$ cat config.mk
export PLATFORM = sky130hd
export DESIGN_NAME = odyssey_input_scheduler_flat
export DESIGN_NICKNAME = d
export VERILOG_FILES = /design/src/rtl/odyssey_input_scheduler_if.sv /design/src/rtl/odyssey_input_scheduler.sv /design/src/flat_wrapper.sv
export SDC_FILE = /design/constraint.sdc
export NUM_CORES = 1
export LEC_CHECK = 0
export BUFFER_PORTS_ARGS = -buffer_cell sky130_fd_sc_hd__clkbuf_2
export CAP_MARGIN = 20
export CORE_MARGIN = 2
export CORE_UTILIZATION = 49
export CTS_CLUSTER_SIZE = 10
export DETAILED_ROUTE_END_ITERATION = 16
export PLACE_DENSITY = 0.73
export SYNTH_ARGS = -nofsm -noshare
export SYNTH_HDL_FRONTEND = slang
export SYNTH_SLANG_ARGS = --single-unit
$ cat constraint.sdc
create_clock -name clk -period 2.2 [get_ports clk]
set_clock_uncertainty 0.2 [all_clocks]
set_input_delay 0 -clock clk [delete_from_list [all_inputs] [get_ports clk]]
set_output_delay 0 -clock clk [all_outputs]
set_load 0.05 [all_outputs]
$ cat src/rtl/odyssey_input_scheduler_if.sv
// odyssey_input_scheduler_if
//
// Write port between the input scheduler and the position register file.
// The scheduler is the master: it presents a channel index and an unsigned
// position and holds them until the register file accepts them.
//
// Signals:
//   wr_valid  master -> slave  write request
//   wr_ready  slave  -> master register file accepts the write this cycle
//   wr_addr   master -> slave  channel index 0..7
//   wr_data   master -> slave  unsigned position 0..255
interface odyssey_input_scheduler_if;

    logic       wr_valid;
    logic       wr_ready;
    logic [2:0] wr_addr;
    logic [7:0] wr_data;

    modport master (
        output wr_valid,
        output wr_addr,
        output wr_data,
        input  wr_ready
    );

    modport slave (
        input  wr_valid,
        input  wr_addr,
        input  wr_data,
        output wr_ready
    );

endinterface

$ cat src/rtl/odyssey_input_scheduler.sv
// odyssey_input_scheduler
//
// Once per video frame, on the rising edge of vblank, takes a snapshot of
// eight signed 8-bit analogue axes (two players, LX/LY/RX/RY each) and the
// per-channel enable mask, then walks the channels in order 0..7. Every
// enabled channel is converted to an unsigned 0..255 position (with a
// centre dead zone and optional Y-axis mirroring) and written to the
// position register file over a valid/ready port. Disabled channels are
// skipped at one cycle each.
//
// Parameters:
//   DEADZONE  axis magnitudes at or below this read as centred (128)
//   INVERT_Y  when non-zero, odd channels (the Y axes) are mirrored
//
// Ports:
//   clk         single clock for all logic
//   reset_n     asynchronous active-low reset
//   vblank      vertical blank from the video timing, synchronous to clk
//   ana_bus     eight signed axes, channel n at bits [8n+7:8n]
//   chan_en     per-channel enable mask
//   wr          write port (master side): wr_valid/wr_ready/wr_addr/wr_data
//   busy        high whenever the scheduler is not idle
//   frame_done  one-cycle pulse as a frame scan completes
//   overrun     one-cycle pulse when a vblank rise arrives while busy
module odyssey_input_scheduler #(
    parameter int DEADZONE = 4,
    parameter int INVERT_Y = 0
) (
    input  logic                         clk,
    input  logic                         reset_n,
    input  logic                         vblank,
    input  logic [63:0]                  ana_bus,
    input  logic [7:0]                   chan_en,
    odyssey_input_scheduler_if.master    wr,
    output logic                         busy,
    output logic                         frame_done,
    output logic                         overrun
);

    typedef enum logic [1:0] {
        IDLE,
        SCAN,
        WRITE,
        DONE
    } state_t;

    // Raw axis to unsigned position. The magnitude is taken in 9 bits so
    // that -128 yields 128 rather than wrapping. Adding 128 to a two's
    // complement byte is the same as flipping its sign bit, and 255-pos
    // is the bitwise complement.
    function automatic logic [7:0] convert_axis(input logic [7:0] raw,
                                                input logic       odd_chan);
        logic [8:0] magnitude;
        logic [7:0] pos;
        magnitude = raw[7] ? (9'd256 - {1'b0, raw}) : {1'b0, raw};
        if (int'(magnitude) <= DEADZONE) begin
            pos = 8'd128;
        end else begin
            pos = raw ^ 8'h80;
        end
        if ((INVERT_Y != 0) && odd_chan) begin
            pos = ~pos;
        end
        return pos;
    endfunction

    state_t      state;
    logic [2:0]  idx;
    logic [63:0] snap_axes;
    logic [7:0]  snap_en;
    logic        vblank_q;
    logic        armed;

    logic        vblank_rise;
    logic [7:0]  cur_axis;
    logic [7:0]  cur_pos;
    logic        last_chan;

    // The vblank register comes out of reset as 0, so a vblank that is
    // already high at release would otherwise look like a rise on the very
    // first edge. 'armed' masks detection for that first edge, letting the
    // register take the real level before any rise can be seen.
    assign vblank_rise = armed & vblank & ~vblank_q;

    assign cur_axis  = snap_axes[{idx, 3'b000} +: 8];
    assign cur_pos   = convert_axis(cur_axis, idx[0]);
    assign last_chan = (idx == 3'd7);

    // Scan sequencer. All outputs are registered and updated together with
    // the state so they line up exactly with the state they describe.
    always_ff @(posedge clk or negedge reset_n) begin
        if (!reset_n) begin
            state       <= IDLE;
            idx         <= 3'd0;
            snap_axes   <= 64'd0;
            snap_en     <= 8'd0;
            vblank_q    <= 1'b0;
            armed       <= 1'b0;
            wr.wr_valid <= 1'b0;
            wr.wr_addr  <= 3'd0;
            wr.wr_data  <= 8'd0;
            busy        <= 1'b0;
            frame_done  <= 1'b0;
            overrun     <= 1'b0;
        end else begin
            vblank_q   <= vblank;
            armed      <= 1'b1;
            frame_done <= 1'b0;
            // A rise while a scan is in flight is reported but otherwise
            // dropped: the scan and its snapshot are left untouched.
            overrun    <= vblank_rise && (state != IDLE);

            case (state)
                IDLE: begin
                    if (vblank_rise) begin
                        snap_axes <= ana_bus;
                        snap_en   <= chan_en;
                        idx       <= 3'd0;
                        busy      <= 1'b1;
                        state     <= SCAN;
                    end
                end

                SCAN: begin
                    if (snap_en[idx]) begin
                        wr.wr_valid <= 1'b1;
                        wr.wr_addr  <= idx;
                        wr.wr_data  <= cur_pos;
                        state       <= WRITE;
                    end else if (last_chan) begin
                        frame_done <= 1'b1;
                        state      <= DONE;
                    end else begin
                        idx <= idx + 3'd1;
                    end
                end

                WRITE: begin
                    // wr_addr/wr_data are only loaded in SCAN, so they stay
                    // put for as long as the register file stalls us.
                    if (wr.wr_ready) begin
                        wr.wr_valid <= 1'b0;
                        if (last_chan) begin
                            frame_done <= 1'b1;
                            state      <= DONE;
                        end else begin
                            idx   <= idx + 3'd1;
                            state <= SCAN;
                        end
                    end
                end

                DONE: begin
                    busy  <= 1'b0;
                    state <= IDLE;
                end

                default: begin
                    wr.wr_valid <= 1'b0;
                    busy        <= 1'b0;
                    state       <= IDLE;
                end
            endcase
        end
    end

endmodule
$ cat src/flat_wrapper.sv
// flat-port wrapper written by rule: the top's interface ports become plain ports
module odyssey_input_scheduler_flat 
#(
    parameter int DEADZONE = 4,
    parameter int INVERT_Y = 0
)
  (clk, reset_n, vblank, ana_bus, chan_en, busy, frame_done, overrun, wr_wr_valid, wr_wr_addr, wr_wr_data, wr_wr_ready);
  odyssey_input_scheduler_if wr_i ();
  input  logic clk;
  input  logic reset_n;
  input  logic vblank;
  input  logic [63:0] ana_bus;
  input  logic [7:0] chan_en;
  output logic busy;
  output logic frame_done;
  output logic overrun;
  output wire logic [$bits(wr_i.wr_valid)-1:0] wr_wr_valid;
  output wire logic [$bits(wr_i.wr_addr)-1:0] wr_wr_addr;
  output wire logic [$bits(wr_i.wr_data)-1:0] wr_wr_data;
  input wire logic [$bits(wr_i.wr_ready)-1:0] wr_wr_ready;
  assign wr_wr_valid = wr_i.wr_valid;
  assign wr_wr_addr = wr_i.wr_addr;
  assign wr_wr_data = wr_i.wr_data;
  assign wr_i.wr_ready = wr_wr_ready;
  odyssey_input_scheduler #(.DEADZONE(DEADZONE), .INVERT_Y(INVERT_Y)) u_core (.clk(clk), .reset_n(reset_n), .vblank(vblank), .ana_bus(ana_bus), .chan_en(chan_en), .wr(wr_i), .busy(busy), .frame_done(frame_done), .overrun(overrun));
endmodule
=== After elaboration in Yosys (flattened, before gate mapping) ===
Index checks and enable logic that the tools add are counted.

* Bits in registers: 94
* Output and inout port bits: 15
* Logic and storage cells: 66

* Add/sub/neg operators: 2
* Order comparisons: 2
* Equality and inequality tests: 9
* Shift operators: 1
* Muxes and demuxes: 24
* Bitwise logic cells: 4
* Reduce and logical (&&, ||, !) cells: 12

{| class="wikitable"
|+ Operators with widths
! operator !! count
|-
| indexed part select 64 x 7 -> 8 bit || 1
|-
| two-way mux 3 bit || 4
|-
| two-way mux 2 bit || 5
|-
| less-or-equal comparator 9 x 3 -> 1 bit (second input constant) || 1
|-
| two-way mux 9 bit || 1
|-
| one-hot mux 3 bit (3 select lines) || 1
|-
| subtractor 9 x 8 -> 9 bit (first input constant) || 1
|-
| two-way mux 8 bit || 1
|-
| one-hot mux 2 bit (4 select lines) || 1
|-
| two-way mux 1 bit || 7
|-
| one-hot mux 1 bit (2 select lines) || 3
|-
| AND reduction 2 bit || 3
|-
| AND reduction 3 bit || 2
|-
| nonzero test 2 bit || 3
|-
| == test 2 bit (second input constant) || 2
|-
| < comparator 3 x 4 -> 1 bit (second input constant) || 1
|-
| inequality test 2 x 1 -> 1 bit (second input constant) || 2
|-
| inequality test 2 bit (second input constant) || 2
|-
| AND reduction 4 bit || 1
|-
| adder 3 x 1 -> 3 bit (second input constant) || 1
|-
| binary-select mux 1 bit (select 3 bit) || 1
|-
| == test 3 bit (second input constant) || 1
|-
| inequality test 3 x 1 -> 1 bit (second input constant) || 1
|-
| nonzero test 3 bit || 1
|-
| other kinds (5) || 7
|}

=== Longest topological paths before layout ===
Gate-level depths: netlist (run 1).

* Depth in word-level cells: 5
* Depth in mapped cells: 8

=== Worst setup path before layout (run 1) ===
No wires, ideal clock.

* Kind: register to register
* Start: register u_core.idx[1]
* End: register u_core.wr.wr_data[2]
* Library setup time: 0.134 ns
* Data arrival time: 1.978 ns
* Slack: -0.113 ns
* Stages on the path, launching flop included: 8
* Period minus slack after synthesis: 2.313 ns
* Cells stage by stage: dfrtp_1 buf_6 buf_12 mux4_1 mux2_2 or3_1 o31ai_2 o21ai_1

* Longest elaborated chain between the ends: 5
* Elaborated cells between the ends (all ways): 8
* Classes of those cells: add/sub (1); order compare (1); shift (1); mux (4); reduce/logical (1)

{| class="wikitable"
|+ RTL lines
! element !! RTL line !! RTL
|-
| start: declaration || odyssey_input_scheduler.sv:68 || <nowiki>logic [2:0] idx;</nowiki>
|-
| start signal: assignment || odyssey_input_scheduler.sv:134 || <nowiki>idx <= idx + 3'd1;</nowiki>
|-
| start signal: assignment || odyssey_input_scheduler.sv:147 || <nowiki>idx <= idx + 3'd1;</nowiki>
|-
| indexed part select 64 x 7 -> 8 bit || odyssey_input_scheduler.sv:85 || <nowiki>assign cur_axis = snap_axes[{idx, 3'b000} +: 8];</nowiki>
|-
| subtractor 9 x 8 -> 9 bit || odyssey_input_scheduler.sv:55 || <nowiki>magnitude = raw[7] ? (9'd256 - {1'b0, raw}) : {1'b0, raw};</nowiki>
|-
| two-way mux 9 bit || odyssey_input_scheduler.sv:55 ||
|-
| less-or-equal comparator 9 x 3 -> 1 bit || odyssey_input_scheduler.sv:56 || <nowiki>if (int'(magnitude) <= DEADZONE) begin</nowiki>
|-
| two-way mux 8 bit || odyssey_input_scheduler.sv:56 ||
|-
| end signal: assignment || odyssey_input_scheduler.sv:128 || <nowiki>wr.wr_data <= cur_pos;</nowiki>
|-
| end: declaration || odyssey_input_scheduler_if.sv:22 || <nowiki>output wr_data,</nowiki>
|}

Parallel ways exist; a longest one is shown, timed or not. The select of a mux whose other input is x is not followed.
A chain may end at the register's enable or synchronous reset.

=== Final worst setup path (run 1) ===
Ends and elaborated chain as after synthesis.

==> results by stage, run 1 <==
Die:
- The floorplan has 34 rows.
- The floorplan die height is 99.31 um.
- The full die area is between 9000 and 10000 um2.
- The die width is between 90 and 100 um.
- Pin placement for this block handled 91 I/O pins.
- Once the floorplan was initialized, standard cells occupied roughly 51% of the core.
- The core region is roughly 8800 um2.

Cells and area:
- Cells with a size suffix above 1 make up between 40% and 50% of the layout.
- The area growth from synthesis to layout is 40.60%.
- The final layout net count is around 600.
- The post-route cell area is between 6000 and 7000 um2.
- The utilization of the core after routing is just over 70%.

Clock network:
- The number of buffers between clock root and the deepest sink is 2.
- Clock tree synthesis selected as its root buffer the cell clkbuf_8.
- Clock-pin slew was measured on the worst setup and hold paths at about 0.090 ns.
- TritonCTS built the clock tree.
- Clock latency on the worst-skew pair, taken at its later pin, is around 0.36 ns.
- The depth of the CTS H-tree is 3.
- Counting the buffers created by CTS gives 9.
- CTS saw between 90 and 100 sinks.

Pwr:
- Per report_power, the sequential group accounts for about 38% of the total.
- For this design the ratio of total power to cell area is approximately 1300 nW/um2.
- The internal portion of total power is around 0.0052 W.
- The power share of the combinational group is between 40% and 50%.
- For this design the static power due to leakage is between 2 and 3 nW.
- The switching fraction of total power is a little over a third.
- The analysis attributes to net switching a power of just under 0.003 W.
- The portion of total power attributed to the clock network is between 10% and 20%.
- The worst-case IR drop observed on VDD is between 600 and 700 uV.

Routing:
- The number of violations reported at the end of detailed-routing iteration 0 is 100.
- After detailed routing, the average wire length per cell comes to roughly 18 um.
- The average via count per standard cell is ~5.4.
- The total detailed-routing wirelength is ~11000 um.
- The via count is 3364.
- The detail route stage leaves a number of antenna-violating nets equal to 0.
- The number of optimization iterations in the first detailed-route pass is 4.
- The DRC violations left is 0.

STA:
- Setup repair after global routing could not meet its margin everywhere.
- Of the available clock period, the critical path in the final layout requires 104.3%.
- Static timing analysis puts the maximum clock frequency at around 0.44 GHz.
- The count of final max-slew check failures is 0.
- The tightest hold path in the finished design has a slack of ~0.032 ns.
- After layout, the worst setup slack is -0.09387 ns.
- The actual slew at the worst max-slew pin is just under 1 ns.
- Setup violations remaining at the end of the flow were counted as 7.
- The relative slew slack is between 30% and 40%.
- The post-layout minimum cycle time is 2.294 ns.
- The final hold violation count is 0.

Yosys:
- The average instance area after synthesis is 14.13 um2.
- The synthesized design contains 94 register bits.
- The commonest cells after synthesis are 94 x dfrtp_1, 78 x mux2_2, 25 x nand2_1.
- The biggest area contributor in the post-synthesis netlist is dfrtp_1.
- The share of synthesized flip-flops with an asynchronous set or reset is between 90% and 100%.
- During synthesis, Yosys emitted a total of 0 warnings.
- The number of nets handed over by synthesis was approximately 400.
- The post-synthesis instance area is around 4500 um2.
- The synthesized netlist contains between 40 and 50 unique library cells.
- The leading register cell type out of synthesis is dfrtp_1.
- Yosys instantiated no cell more often than dfrtp_1.
- Counting flops with a built-in enable in the synthesized netlist gives 0.
- The synthesized design devotes to its leading area cell type a little over half of total area.
- Sorting the synthesized cells by area gives the leading types as dfrtp_1 53%, mux2_2 20%, mux4_1 6.5%.
- The part of the Yosys area used for sequential elements is 52.85%.
- Synthesis produced a netlist whose cell count is 315.

Setup path:
- The worst setup path is launched from a flip-flop.
- The critical path goes through buf_6, mux4_2, mux2_4, or3_4, o31ai_2, o21ai_1.
- The number of cells on the worst reg-to-reg path is 6.
- The largest fanout on the critical path is 7.
- For the worst setup path, the data required time is around 2.2 ns.
- For this run, the slowest stage of the critical path takes ~0.50 ns.
- The type of destination of the critical path is a flip-flop.
- The setup path with the least slack is of type reg2reg.
- The cell with the largest stage delay on the worst path is mux4_2.
- Data on the critical path arrives at its endpoint at between 2 and 2.5 ns.

Placement:
- At the end of routability-driven placement, the weighted congestion stood at approximately 0.86.
- OpenSTA, run right after detailed placement, puts the worst setup slack at -0.1337 ns.
- After legalization and detailed placement, the total HPWL measured between 6000 and 7000 um.
- In this run the cell area measured after placement is approximately 5200 um2.
- The number of port buffers is 90.

Run status:
- The flow ran to the end, but the final reports show violations.
- The final reports fail on negative setup slack.

GRT:
- The total overflow left after global routing is 0.
- For this run, the total global-route usage over all layers was measured as between 20% and 30%.
- The number of global-route vias before repair came to 3561.
- Entering global routing, the biggest net connects 65 pins.
- The number of antenna violations at the first check in global routing is 1.
- The first global-routing pass estimated ~18000 um of wire.

Job:
- Max-cap violations in this run came to 0.

Worst hold path:
- The tightest min-delay check is of the in2async type.
through the flow:
stage               instances  setup TNS (ns)  total power, W
global route              623          -1.195        0.008596
floorplan                 315         -0.1381        0.005362
CTS                       615         -0.3008        0.007810
finish                    623         -0.4551        0.008103
global placement          522         -0.2683        0.006304
detailed placement        522         -0.6449        0.006427
repair_timing:
item / 4_1_cts / 5_1_grt
gates cloned: 0 / 1
setup endpoints to repair: 9 / 12
pin swaps: 3 / 7
endpoints found under the hold margin: 171 / 0
gates resized for setup: 13 / 16
hold buffers: 76 / 0
setup buffers: 1 / 6
metal layers:
layer | track usage, % | wire length (um) | vias up
li1 | - | - | 1531
met1 | 29.52 | 4645 | 1706
met2 | 39.92 | 5609 | 102
met3 | 4.849 | 497 | 25
met4 | 8.008 | 242 | 0
met5 | 0 | 0 | -
sequential cells by signal, summed over array words and instances, names as in the netlist:
name                cells
u_core.snap_en          8
u_core.wr.wr_addr       3
u_core.busy             1
u_core.wr.wr_valid      1
u_core.armed            1
u_core.frame_done       1
u_core.vblank_q         1
u_core.idx              3
u_core.state            2
u_core.wr.wr_data       8
u_core.snap_axes       64
u_core.overrun          1
critical path: cells and delay by family (launching register included):
| family | cells | cell delay (ns) |
|---|---|---|
| AOI/OAI and AO/OA | 2 | 0.27 |
| muxes | 2 | 0.78 |
| and+or+nand+nor | 1 | 0.37 |
| DFF | 1 | 0.39 |
| buffers and inverters | 1 | 0.16 |
final timing paths:
kind                                             startpoint                               end  slack, ns
max                               u_core.idx[1]$_DFFE_PN0P_  u_core.wr.wr_data[2]$_DFFE_PN0P_      -0.09
max in group asynchronous                           reset_n  u_core.wr.wr_data[2]$_DFFE_PN0P_       0.47
max reg2reg                       u_core.idx[1]$_DFFE_PN0P_  u_core.wr.wr_data[2]$_DFFE_PN0P_      -0.09
min                                                 reset_n  u_core.wr.wr_addr[0]$_DFFE_PN0P_       0.03
min reg2reg                u_core.wr.wr_addr[1]$_DFFE_PN0P_  u_core.wr.wr_addr[1]$_DFFE_PN0P_       0.29
min in group clk                                     vblank         u_core.vblank_q$_DFF_PN0_       0.12
layout by cell type (no fill, tap or decap), drive strengths merged, types with 2 or more instances in the layout:
master / n
a21oi: 4
a22oi: 2
a31oi: 2
buf: 34
clkbuf: 101
clkinv: 2
clkinvlp: 2
dfrtp: 94
dlygate4sd3: 76
ha: 6
inv: 10
mux2: 78
mux2i: 13
mux4: 17
nand2: 25
nand3: 6
nand3b: 2
nand4b: 2
nor2: 5
nor2b: 4
nor3: 2
o211ai: 2
o21ai: 9
o221ai: 2
o31ai: 2
logic make-up (layout without fill, tap and decap cells):
logic type / after synthesis / in the layout / synth area share [%]
compound gates: 28 / 28 / 4.245
fa+ha+maj: 6 / 6 / 1.687
buf+inv: 27 / 226 / 3.092
flops: 94 / 94 / 52.85
mux: 108 / 108 / 32.47
other cells: 1 / 2 / 0.08426
simple gates: 51 / 51 / 5.567
power by group through the flow:
| stage | clock network (W) | logic, W | registers [W] |
|---|---|---|---|
| after global placement | 0 | 0.00326 | 0.00304 |
| after global routing | 0.00124 | 0.00420 | 0.00315 |
| after detailed placement | 0 | 0.00337 | 0.00306 |
| final | 0.00116 | 0.00387 | 0.00307 |
| after CTS | 0.00118 | 0.00360 | 0.00303 |
| after floorplan | 0 | 0.00218 | 0.00319 |
cell type report:
cell class	count	area, um2
Antenna cell	1	2.502
Clock buffer	11	141.4
Clock inverter	5	58.81
Fill cell	572	2506
Inverter	10	37.54
Multi-Input combinational cell	194	1997
Sequential cell	94	2352
Tap cell	108	135.1
Timing Repair Buffer	200	1533
Power figures use the tool's default switching activity.
==> run 2, diff against run 1 <==
Settings changed: CORE_ASPECT_RATIO set to 0.7, CORE_MARGIN 2 to unset.
Clock period 2.2 ns to 1.95 ns, I/O delays scaled along.
==> run 2 against run 1 <==
The flow finishes with violations (negative hold slack, negative setup slack). Via count increased by 3.3%. Routed wire length increased by 5.6%. Global-route usage increased by 3.2 points. Critical path depth unchanged. Cell count increased by 6.7%. First-iteration DRC count increased by 76%. Largest cell class unchanged. Largest power group unchanged.
==> results by stage, run 2 (synthesis gave the netlist of run 1 again) <==
Run status:
- The flow ran to the end, but the final reports show violations.
- The checks that failed: negative hold slack, negative setup slack.

Clock network:
- The clock insertion delay at the later pin of the skew report is 0.34 ns (-0.02 ns).
- The number of buffers between clock root and the deepest sink is 2 (unchanged).
- Clock tree synthesis selected as its root buffer the cell clkbuf_16.
- The CTS tree is yes.
- The depth of the CTS H-tree was 3 (unchanged).
- The clock transition at the registers of the reported paths is 0.07 ns (-0.02 ns).
- The total CTS buffers is 9 (unchanged).
- The TritonCTS sink count is 94 (unchanged).

Die:
- The die width was 115.9 um (+17%).
- The floorplan die height was 81.74 um (-18%).
- The top-level I/O count is 91 (unchanged).
- The full die area was 9474 um2 (-3.9%).
- The initial core utilization is 51.64% (+0.86 points).
- The site row count was 28 (-18%).
- The area inside the core boundary is 8618 um2 (-1.7%).

STA:
- The final hold violation count was 13 (+13).
- The total negative slack is -3.558 ns (-3.103 ns).
- The ratio of final minimum period to clock period came to 119.3% (+15 points).
- The relative slew slack came to 62.16% (+27 points).
- The final critical-path setup slack is -0.3762 ns (-0.2823 ns).
- The achievable frequency is 0.4299 GHz (-1.4%).
- The smallest hold slack is -0.005683 ns (-0.03752 ns).
- The post-layout minimum cycle time is 2.326 ns (+0.03231 ns).
- The count of final max-slew check failures came to 0 (unchanged).
- Setup repair after global routing could not meet its margin everywhere.
- The actual slew at the worst max-slew pin was 0.5676 ns (-0.3958 ns).
- The total setup violations reported at the end of the flow is 15 (+8).

Cells and area:
- The share of final-layout standard cells stronger than drive strength 1 is 53.03% (+5.6 points).
- The most common library cell in the layout ignoring fill and taps is dfrtp_1.
- The final layout net count is 623 (+5.4%).
- The signed area change from the synthesized netlist to the final layout is 50.38%.
- Leaving out fill and tap cells, the most frequent cells in the layout are 92 x dfrtp_1, 89 x clkbuf_2, 75 x dlygate4sd3_1.
- The largest registers in the layout are u_core.snap_axes (64), u_core.snap_en (8), u_core.wr.wr_data (8).
- The number of flip-flops under the largest register name is 64 (unchanged).
- The diode insertion count for antenna repair was 0 (-1).
- More flip-flops sit in one register than any other, and that register is u_core.snap_axes.

Placement:
- The number of port buffers is 90 (unchanged).
- The estimated wirelength of the detail-placed design is 7389 um (+7.6%).
- The final weighted congestion in routability-driven placement was 0.8001 (-7.2%).

GRT:
- The pin count of the biggest net entering global routing is 44 (-32%).
- The global-route total usage across every layer is 26.47% (+3.2 points).
- The number of global-route vias before repair is 3704 (+4.0%).
- The global-route wire length before repair is 18280 um (+2.3%).
- The final global-route overflow total is 0 (unchanged).
- The number of antenna violations at the first check in global routing is 0 (-1).

Routing:
- The total detailed-routing wirelength is 11620 um (+5.6%).
- The via count is 3474 (+3.3%).
- The residual antenna-violating net count after detailed routing is 0 (unchanged).
- The final routed wire length divided by cell count is 17.47 um (-1.0%).
- The DRC violations left is 0 (unchanged).
- The number of violations reported at the end of detailed-routing iteration 0 came to 176 (+76%).
- The average via count per standard cell is 5.224 (-3.3%).
- The number of optimization iterations in the first detailed-route pass is 4 (unchanged).

Setup path:
- The setup slack on the worst flop-to-flop path was -0.38 ns (-0.28 ns).
- The beginning of the critical path is u_core.idx[1]$_DFFE_PN0P_.
- The worst endpoint data arrival time is 2.35 ns (+0.02 ns).
- The largest fanout on the critical path was 9 (+2).
- The critical path in this run is classified as reg2reg.
- The worst endpoint required time is 1.97 ns (-0.27 ns).
- The startpoint kind of the worst setup timing path is a flip-flop.
- The type of destination of the critical path is a flip-flop.
- The critical register-to-register path startpoint is u_core.idx[1]$_DFFE_PN0P_.

Job:
- The number of max-capacitance violations reported is 0 (unchanged).

Pwr:
- The areal power density over the cells is 1539 nW/um2 (+19%).
- The leakage power of the design is 3.105 nW (+7.6%).
- The worst supply voltage drop on vdd is 678.8 uV (+4.8%).

Worst hold path:
- The worst hold path class is in2async.
-- run 2: changes by cell type in the layout (fill, tap and decap cells not counted), moves of 3 or more --
| cell | previous run | this run |
|---|---|---|
| buf_4 | 24 | 54 |
| clkbuf_16 | 1 | 9 |
| buf_12 | 1 | 4 |
| o21ai_0 | 5 | 2 |
| nand2_1 | 25 | 22 |
| clkbuf_8 | 10 | 1 |
| nand2_2 | 0 | 3 |
-- run 2: power by group --
part	total, W	internal, W	switching, W
clock network	0.00190	0.00116	0.000741
logic	0.00495	0.00271	0.00224
registers	0.00345	0.00286	0.000592
-- run 2: worst paths after layout --
kind                                                     to  cells past startpoint
max in group asynchronous  u_core.snap_axes[42]$_DFFE_PN0P_                      3
min                               u_core.idx[2]$_DFFE_PN0P_                      2
max reg2reg                u_core.wr.wr_data[2]$_DFFE_PN0P_                      6
max                        u_core.wr.wr_data[2]$_DFFE_PN0P_                      6
min reg2reg                u_core.wr.wr_addr[0]$_DFFE_PN0P_                      2
min in group clk                  u_core.vblank_q$_DFF_PN0_                      2
-- run 2: metrics by stage --
| step | cell area (um2) | utilization, % | power (W) | setup WS [ns] | instances |
|---|---|---|---|---|---|
| 6_report | 6693 | 77.66 | 0.01030 | -0.3762 | 665 |
| 5_1_grt | 6693 | 77.66 | 0.01086 | -0.4632 | 665 |
| 4_1_cts | 6665 | 77.34 | 0.01015 | -0.3235 | 666 |
| 3_5_place_dp | 5448 | 63.21 | 0.007600 | -0.3687 | 566 |
| 3_3_place_gp | 5448 | 63.21 | 0.007440 | -0.3150 | 566 |
| 2_1_floorplan | 4488 | - | 0.006103 | -0.3178 | 315 |
-- run 2: area by class of cell --
class                      instances  area (um2)
multi-input combinational        194        2034
clock buffer                      10       239.0
fill                             515        1926
tap                              120       150.1
timing repair buffer             232        1794
sequential                        94        2355
clock inverter                     5       82.58
inverter                          10       37.54
-- run 2: repair_timing --
action                                  CTS  global route
endpoints found under the setup margin   14            86
hold buffers                             75             0
gates resized for setup                  35            13
hold endpoints to repair                170             0
pin swaps                                10            15
buffers inserted                         10             3
-- run 2: per-layer routing --
metal,GRT usage [%],up-vias,share of wire [%]
li1,-,1596,-
met3,5.904,24,4.5
met5,0,-,0
met4,10.13,0,2.2
met1,33.96,1736,44
met2,44.46,118,49
-- run 2: worst max-delay path: stages (launching register included) --
cell and delay (ns):
dfrtp_1 0.38, buf_6 0.17, mux4_2 0.51, mux2_4 0.28, or3_1 0.36, o31ai_2 0.21, o21ai_1 0.08
